===== config.mk =====
export PLATFORM = sky130hd
export DESIGN_NAME = pdm_cic_decimator
export DESIGN_NICKNAME = d
export VERILOG_FILES = /design/src/rtl/pdm_cic_decimator.sv
export SDC_FILE = /design/constraint.sdc
export NUM_CORES = 1
export LEC_CHECK = 0
export CAP_MARGIN = 5
export CORE_MARGIN = 3
export CORE_UTILIZATION = 39
export DETAILED_ROUTE_END_ITERATION = 10
export HOLD_SLACK_MARGIN = 0.02
export PLACE_DENSITY = 0.67
export SKIP_CTS_REPAIR_TIMING = 1
export SLEW_MARGIN = 20
export SYNTH_ARGS = -nofsm -noshare
export SYNTH_HDL_FRONTEND = slang
export SYNTH_SLANG_ARGS = --single-unit

===== constraint.sdc =====
create_clock -name clk -period 5.43 [get_ports clk]
set_input_delay 0.543 -clock clk [delete_from_list [all_inputs] [get_ports clk]]
set_output_delay 0.543 -clock clk [all_outputs]
set_load 0.05 [all_outputs]

===== src/rtl/pdm_cic_decimator.sv =====
// 3rd-order CIC decimator: 1-bit PDM stream in, 16-bit unsigned PCM out (R = 2^DECIM_LOG2).
// Optional macro PDM_CIC_INPUT_SYNC_EN inserts a 2-flop input synchronizer (+2 cycles latency).
module pdm_cic_decimator #(
  parameter int unsigned DECIM_LOG2 = 6
) (
  input  logic        clk,
  input  logic        rst_n,
  input  logic        pdm_in,
  input  logic        sample_en,
  output logic [15:0] pcm_out,
  output logic        pcm_valid,
  output logic        warm
);

  localparam int unsigned ACC_W = 3 * DECIM_LOG2 + 1;
  localparam int unsigned SHIFT = 3 * DECIM_LOG2 - 16;

  logic pdm_eff;
  logic en_eff;

`ifdef PDM_CIC_INPUT_SYNC_EN
  // Strobe and data share the same depth so their pairing survives the synchronizer.
  logic [1:0] pdm_sync_q;
  logic [1:0] en_sync_q;

  always_ff @(posedge clk or negedge rst_n) begin
    if (!rst_n) begin
      pdm_sync_q <= '0;
      en_sync_q  <= '0;
    end else begin
      pdm_sync_q <= {pdm_sync_q[0], pdm_in};
      en_sync_q  <= {en_sync_q[0], sample_en};
    end
  end

  assign pdm_eff = pdm_sync_q[1];
  assign en_eff  = en_sync_q[1];
`else
  assign pdm_eff = pdm_in;
  assign en_eff  = sample_en;
`endif

  logic [ACC_W-1:0]      i1_q, i2_q, i3_q, i1_d, i2_d, i3_d;
  logic [ACC_W-1:0]      d1_q, d2_q, d3_q, d1_d, d2_d, d3_d;
  logic [DECIM_LOG2-1:0] cnt_q, cnt_d;
  logic                  tick_q, tick_d;
  logic [1:0]            wup_q, wup_d;
  logic [15:0]           pcm_q, pcm_d;
  logic                  valid_q, valid_d;
  logic                  warm_q, warm_d;

  logic [ACC_W-1:0]      x;
  logic [ACC_W-1:0]      c1, c2, c3;
  logic [ACC_W-1:0]      scaled;

  // Integrators run modulo 2^ACC_W; the combs cancel the wrap.
  always_comb begin
    i1_d    = i1_q;
    i2_d    = i2_q;
    i3_d    = i3_q;
    d1_d    = d1_q;
    d2_d    = d2_q;
    d3_d    = d3_q;
    cnt_d   = cnt_q;
    tick_d  = 1'b0;
    wup_d   = wup_q;
    pcm_d   = pcm_q;
    valid_d = 1'b0;

    x      = {{(ACC_W-1){1'b0}}, pdm_eff};
    c1     = i3_q - d1_q;
    c2     = c1 - d2_q;
    c3     = c2 - d3_q;
    scaled = c3 >> SHIFT;

    if (en_eff) begin
      i1_d   = i1_q + x;
      i2_d   = i2_q + i1_q;
      i3_d   = i3_q + i2_q;
      cnt_d  = cnt_q + DECIM_LOG2'(1);
      tick_d = &cnt_q;
    end

    if (tick_q) begin
      d1_d    = i3_q;
      d2_d    = c1;
      d3_d    = c2;
      pcm_d   = (|scaled[ACC_W-1:16]) ? 16'hFFFF : scaled[15:0];
      valid_d = (wup_q == 2'd3);
      if (wup_q != 2'd3) begin
        wup_d = wup_q + 2'd1;
      end
    end

    warm_d = (wup_d == 2'd3);
  end

  always_ff @(posedge clk or negedge rst_n) begin
    if (!rst_n) begin
      i1_q    <= '0;
      i2_q    <= '0;
      i3_q    <= '0;
      d1_q    <= '0;
      d2_q    <= '0;
      d3_q    <= '0;
      cnt_q   <= '0;
      tick_q  <= 1'b0;
      wup_q   <= 2'd0;
      pcm_q   <= 16'h0000;
      valid_q <= 1'b0;
      warm_q  <= 1'b0;
    end else begin
      i1_q    <= i1_d;
      i2_q    <= i2_d;
      i3_q    <= i3_d;
      d1_q    <= d1_d;
      d2_q    <= d2_d;
      d3_q    <= d3_d;
      cnt_q   <= cnt_d;
      tick_q  <= tick_d;
      wup_q   <= wup_d;
      pcm_q   <= pcm_d;
      valid_q <= valid_d;
      warm_q  <= warm_d;
    end
  end

  assign pcm_out   = pcm_q;
  assign pcm_valid = valid_q;
  assign warm      = warm_q;

endmodule


==> results.cfg, run 1 <==
[placement]
place_congestion = 0.808
io_buffer_count = 21
dp.cells = 1350
hpwl_um = 12500
pre_cts_slack_ps = -62.2

[timing]
report.final.slew_viol_count = 0
post-route-min-period_ps = 5430
max_freq_mhz = 184
period_share_pct = 99.9
fin_setup_tns_ps = 0
tightest_slew_ps = 795
fin_ws_ps = 4.52
finalClockSkew_ps = 9.34
setup_viol = 0
rsz0062_at_grt = yes
relSlewSlack_pct = 46.9
finalHoldWorstSlack_ps = 163
hold_viol = 0

[finish]
nets = 1155
antennaDiodeCount = 0
drive_above_1_share_pct = 13.0
syn2layout_area_growth_pct = 15.0
fin_cells = 1386

[clock_network]
h-tree-depth = 4
cts_tree = done
clockRootBuffer = clkbuf_16
cts_buffers = 17
clk_pin_slew_worst_paths_ps = 60
cts_buffer_depth = 2
clk_latency_ps = 420
cts.sinks = 141

[route]
dr.pass1.iters = 5
wirelength_um = 17500
vias = 7034
drc_errors = 0
drt_iter0_drc = 435
wl_per_cell_um = 12.6
ant_nets = 0
viasPerCell = 5.08

[worst_setup_path]
r2r_start = i3_q[0]$_DFFE_PN0P_
cp.arrival_ps = 5690
critical_path_class = flip-flop to flip-flop
crit_required_ps = 5690
startpoint_type = flip-flop
cp-end-kind = flip-flop
reg2regPathDepth = 25
r2r_slack_ps = 5
cp_max_fo = 7
reg2reg_to = pcm_out[8]$_DFFE_PN0P_

[yosys]
synth_nets = 1123
synthCells = 1023
syn_area_um2 = 9510
async_flop_share_pct = 100
synth_edf_count = 0
ys_seq_elements = 141
postSynthAreaPerCell_um2 = 9.29
synthFlopType = dfrtp_1
yosysWarnings = 0
synth-seq-area-share_pct = 37.1
synthDistinctLibCells = 66

[floorplanning]
io-pin-count = 22
die_h_um = 162
die_w_um = 162
core_um2 = 23700
rows = 56
start_util_pct = 40.1
die-area_um2 = 26300

[global_route]
grtUsageMet2_pct = 23.3
grtUsageTotal_pct = 14.0
grt.busiest_layer = met2
grt_pass1_wl_um = 31000
grt_util_met3_pct = 2.83
antenna_found_initial = 0
grt_overflow_total = 0
grt_pass1_vias = 6826
globalRouteMet1Util_pct = 18.2
grt_max_degree = 81

[flow_run]
cap_violations = 0

[hold_path]
min-delay-path-class = input pin to async pin

[outcome]
status = finished, final reports clean
## cells in the mapped netlist, types with 8 or more instances
master / count / share of area (%)
a21o_1: 24 / 1.9
inv_1: 85 / 3.4
dfrtp_1: 141 / 37
nand2_1: 83 / 3.3
nor3_1: 17 / 0.89
mux2_2: 37 / 4.4
xnor2_1: 57 / 5.3
buf_1: 8 / 0.32
xor2_1: 31 / 2.9
or3_1: 10 / 0.66
clkbuf_1: 21 / 0.83
o21a_1: 13 / 1.0
nand4_1: 9 / 0.59
a31oi_1: 12 / 0.79
nor2b_1: 19 / 1.3
a21oi_1: 52 / 2.7
nor2_1: 68 / 2.7
ha_1: 92 / 12
nand3_1: 19 / 1.0
o211ai_1: 8 / 0.63
o21ai_0: 84 / 4.4
and3_1: 11 / 0.72
## how the worst max path moves through the flow
stage / start / endpoint / slack (ps) / depth (start not counted)
floorplan: i3_q[0]$_DFFE_PN0P_ / pcm_out[10]$_DFFE_PN0P_ / 100 / 25
global route: i3_q[0]$_DFFE_PN0P_ / pcm_out[5]$_DFFE_PN0P_ / -260 / 25
finish: i3_q[0]$_DFFE_PN0P_ / pcm_out[8]$_DFFE_PN0P_ / 5 / 25
CTS: i3_q[0]$_DFFE_PN0P_ / pcm_out[7]$_DFFE_PN0P_ / -90 / 25
global placement: i3_q[0]$_DFFE_PN0P_ / pcm_out[5]$_DFFE_PN0P_ / 50 / 25
detailed placement: i3_q[0]$_DFFE_PN0P_ / pcm_out[4]$_DFFE_PN0P_ / -60 / 25
## critical path, stage by stage (launching register included)
cell and delay [ps]:
dfrtp_1 380, inv_2 80, ha_4 130, inv_2 40
fa_2 380, a211oi_4 270, o21ai_2 80, a31o_2 270
xor2_2 150, ha_1 320, and3_4 180, a31oi_1 130
o21ai_1 100, o31a_1 320, nor2_1 140, xnor2_1 160
ha_1 300, a21o_1 190, a221o_1 320, a31o_4 230
a211oi_4 280, nor4b_2 90, or2_4 290, xor2_4 160
buf_6 180, a31oi_2 90
## stage by stage
stage | utilization (%) | cell area (um2)
3_5_place_dp | 42.8 | 10100
5_1_grt | 46.2 | 10900
3_3_place_gp | 42.8 | 10100
4_1_cts | 45.2 | 10700
6_report | 46.2 | 10900
2_1_floorplan | - | 9510
## sequential cells by signal, summed over array words and instances (netlist names), 2 cells and up
signal	flops
d1_q	19
d2_q	19
d3_q	19
i1_q	19
i2_q	19
i3_q	19
pcm_out	16
cnt_q	6
wup_q	2
## per-layer routing
| metal | vias up | routed length [um] |
|---|---|---|
| li1 | 3686 | - |
| met1 | 3253 | 8680 |
| met2 | 78 | 8050 |
| met3 | 17 | 484 |
| met4 | 0 | 247 |
| met5 | - | 0 |
## layout make-up
cell class / count / area (um2)
well taps: 319 / 399
fillers: 2270 / 12700
inverters: 86 / 323
clock inverters: 4 / 51.3
flip-flops and latches: 141 / 3530
clock buffers: 27 / 533
repair buffers: 43 / 379
multi-input cells: 766 / 5720
## cell families after synthesis
logic type | share of synthesized area (%)
AO/OA/AOI/OAI | 17.8
XOR/XNOR | 8.51
adder cells (fa/ha/maj) | 12.9
buffers and inverters | 4.66
flip-flops | 37.1
multiplexers | 5.12
AND/OR/NAND/NOR | 13.9
## cell usage in the layout (no fill, tap or decap), drive strengths merged, types with 4 or more instances in the layout
cell type | netlist | final
dfrtp | 141 | 141
buf | 9 | 24
a211o | 4 | 4
clkdlybuf4s50 | 0 | 19
clkbuf | 21 | 27
nand2 | 83 | 83
a31oi | 17 | 17
o21ai | 91 | 91
nand2b | 5 | 5
o21bai | 7 | 7
nor3 | 18 | 18
ha | 92 | 92
a31o | 5 | 5
and4 | 5 | 5
a21boi | 5 | 5
or3 | 10 | 10
a21oi | 52 | 52
a211oi | 8 | 8
and2 | 7 | 7
o211ai | 9 | 9
inv | 85 | 85
xor2 | 31 | 31
or2 | 7 | 7
nand3 | 19 | 19
nand3b | 4 | 4
nor2 | 68 | 68
mux2i | 7 | 7
nand4 | 9 | 9
a21o | 24 | 24
and3 | 11 | 11
mux2 | 37 | 37
xnor2 | 58 | 58
o21a | 13 | 13
nor2b | 19 | 19
o31ai | 6 | 6
fa | 4 | 4
Power of run 1 is left out: the tool's default activity adds up to more than one toggle a clock period on the data nets, which glitch-free logic cannot reach.
==> run 2, diff against run 1 <==
PLACE_DENSITY = 0.65   (was 0.67)
clock period = 5.93 ns   (was 5.43 ns; I/O delays follow)
==> run 2 against run 1 <==
Flip-flop and latch count stayed put. Clock skew is 1.8 ps lower. Final cell count decreased by 1.2%. Count of clock-buffer cells in the layout is 6 lower. First-iteration DRC count shrank 14%. Cell area decreased by 2.2%. Utilization is 0.99 points lower. Via count down 0.82%. Global-route usage shrank 0.23 points. Sequential share of layout area is 0.71 points higher. Critical path depth unchanged. Hold slack improved by 91 ps. Critical path type unchanged.
==> results.cfg, run 2 (same netlist as run 1, synthesis figures left out) <==
[outcome]
status = finished, final reports clean

[route]
vias = 6976
wirelength_um = 17000
dr.pass1.iters = 5
drt_iter0_drc = 375
viasPerCell = 5.10
wl_per_cell_um = 12.4
ant_nets = 0
drc_errors = 0

[hold_path]
min-delay-path-class = input pin to async pin

[finish]
nets = 1138
mostFrequentLayoutCell = dfrtp_1
antennaDiodeCount = 0
syn2layout_area_growth_pct = 12.5
fillers = 2315
final_cell_mix = dfrtp_1 (140), ha_1 (92), inv_1 (85), nand2_1 (83), o21ai_0 (82)
drive_above_1_share_pct = 9.52

[clock_network]
cts_tree = done
cts_buffer_depth = 2
clockRootBuffer = clkbuf_16
h-tree-depth = 4
cts_buffers = 17
cts.sinks = 141
clk_pin_slew_worst_paths_ps = 60
clk_latency_ps = 420

[timing]
max_freq_mhz = 179
period_share_pct = 94.2
rsz0062_at_grt = no
tightest_slew_ps = 852
fin_setup_tns_ps = 0
finalClockSkew_ps = 7.58
relSlewSlack_pct = 43.2
setup_viol = 0
hold_viol = 0
report.final.slew_viol_count = 0
post-route-min-period_ps = 5590

[floorplanning]
die_w_um = 162
die_h_um = 162
die-area_um2 = 26300
start_util_pct = 40.1
rows = 56
io-pin-count = 22
core_um2 = 23700

[worst_setup_path]
crit_required_ps = 6190
critical_path_class = flip-flop to flip-flop
cp-end-kind = flip-flop
cp.arrival_ps = 5850
cp_max_fo = 13
startpoint_type = flip-flop
crit_family = compound AO/OA/AOI/OAI gates
critPathSlowestCell = dfrtp_1
cpPeakStageDelay_ps = 400
cp_common_cell = ha_1
cp_num_buf_inv = 3

[global_route]
grt_util_met3_pct = 2.93
grt.busiest_layer = met2
grtUsageTotal_pct = 13.8
grt_max_degree = 95
grtUsageMet2_pct = 23.1
grt_overflow_total = 0
grt_pass1_vias = 6726
globalRouteMet1Util_pct = 18.1
grt_pass1_wl_um = 30400
antenna_found_initial = 0

[flow_run]
cap_violations = 0

[placement]
io_buffer_count = 21
place_congestion = 0.780
hpwl_um = 12200
[run 2: changes by cell type in the layout (fill, tap and decap cells not counted), sizes merged]
cell,delta
clkbuf,-6
bufinv,+4
buf,-17
clkinvlp,+2
[run 2: path summary, 6_finish.rpt]
kind                                           start  cells after the start                     end  slack [ps]
max in group asynchronous                      rst_n                      2    i2_q[11]$_DFFE_PN0P_        4530
min in group clk                cnt_q[5]$_DFFE_PN0P_                      1    cnt_q[5]$_DFFE_PN0P_         470
worst min register to register  cnt_q[5]$_DFFE_PN0P_                      1    cnt_q[5]$_DFFE_PN0P_         470
worst max-delay path             i3_q[0]$_DFFE_PN0P_                     25  pcm_out[4]$_DFFE_PN0P_         340
worst max register to register   i3_q[0]$_DFFE_PN0P_                     25  pcm_out[4]$_DFFE_PN0P_         340
worst min-delay path                           rst_n                      1     d3_q[2]$_DFFE_PN0P_         250
[run 2: metal layers]
layer	part of all wire [%]	routed length [um]
met4	1.1	186
met2	45	7710
met5	0	0
met3	2.4	410
met1	51	8730
[run 2: final cells by class]
cell class | instances | area [um2] | share of cell area (%)
clock buffers | 21 | 470 | 4.40
repair buffers | 26 | 248 | 2.32
flip-flops and latches | 141 | 3530 | 33.0
inverters | 86 | 323 | 3.02
well taps | 319 | 399 | 3.73
multi-input cells | 766 | 5540 | 51.8
clock inverters | 10 | 186 | 1.74
[run 2: per-stage QoR]
step	hold slack [ps]	std cells	utilization, %	instance area [um2]	setup slack, ps
finish	254	1369	45.2	10700	345
global route	320	1369	45.2	10700	1.22
global placement	458	1338	42.4	10000	404
CTS	297	1369	45.1	10700	279
floorplan	297	1023	-	9510	599
detailed placement	459	1338	42.4	10000	295
[run 2: worst reg2reg max path: stages, from the launching register on]
cell,delay [ps]
dfrtp_1,400
inv_1,80
ha_1,160
inv_1,60
fa_2,370
a211oi_2,220
o21ai_1,130
a31o_2,280
xor2_1,190
ha_1,300
and3_1,220
a31oi_1,160
o21ai_0,130
o31a_1,290
nor2_1,130
xnor2_1,170
ha_1,310
a21o_1,170
a221o_1,330
a31o_2,260
a211oi_2,220
nor4b_1,90
or2_2,310
xor2_1,170
buf_6,190
a31oi_1,100
Power of run 2 is left out for the same reason.
==> run 3, diff against run 2 <==
CAP_MARGIN = 20   (was 5)
CTS_CLUSTER_SIZE = 20   (was default)
==> results of run 3 <==
The final DEF is identical to that of run 2; final timing and power are the same.
Power of run 3 is left out for the same reason.
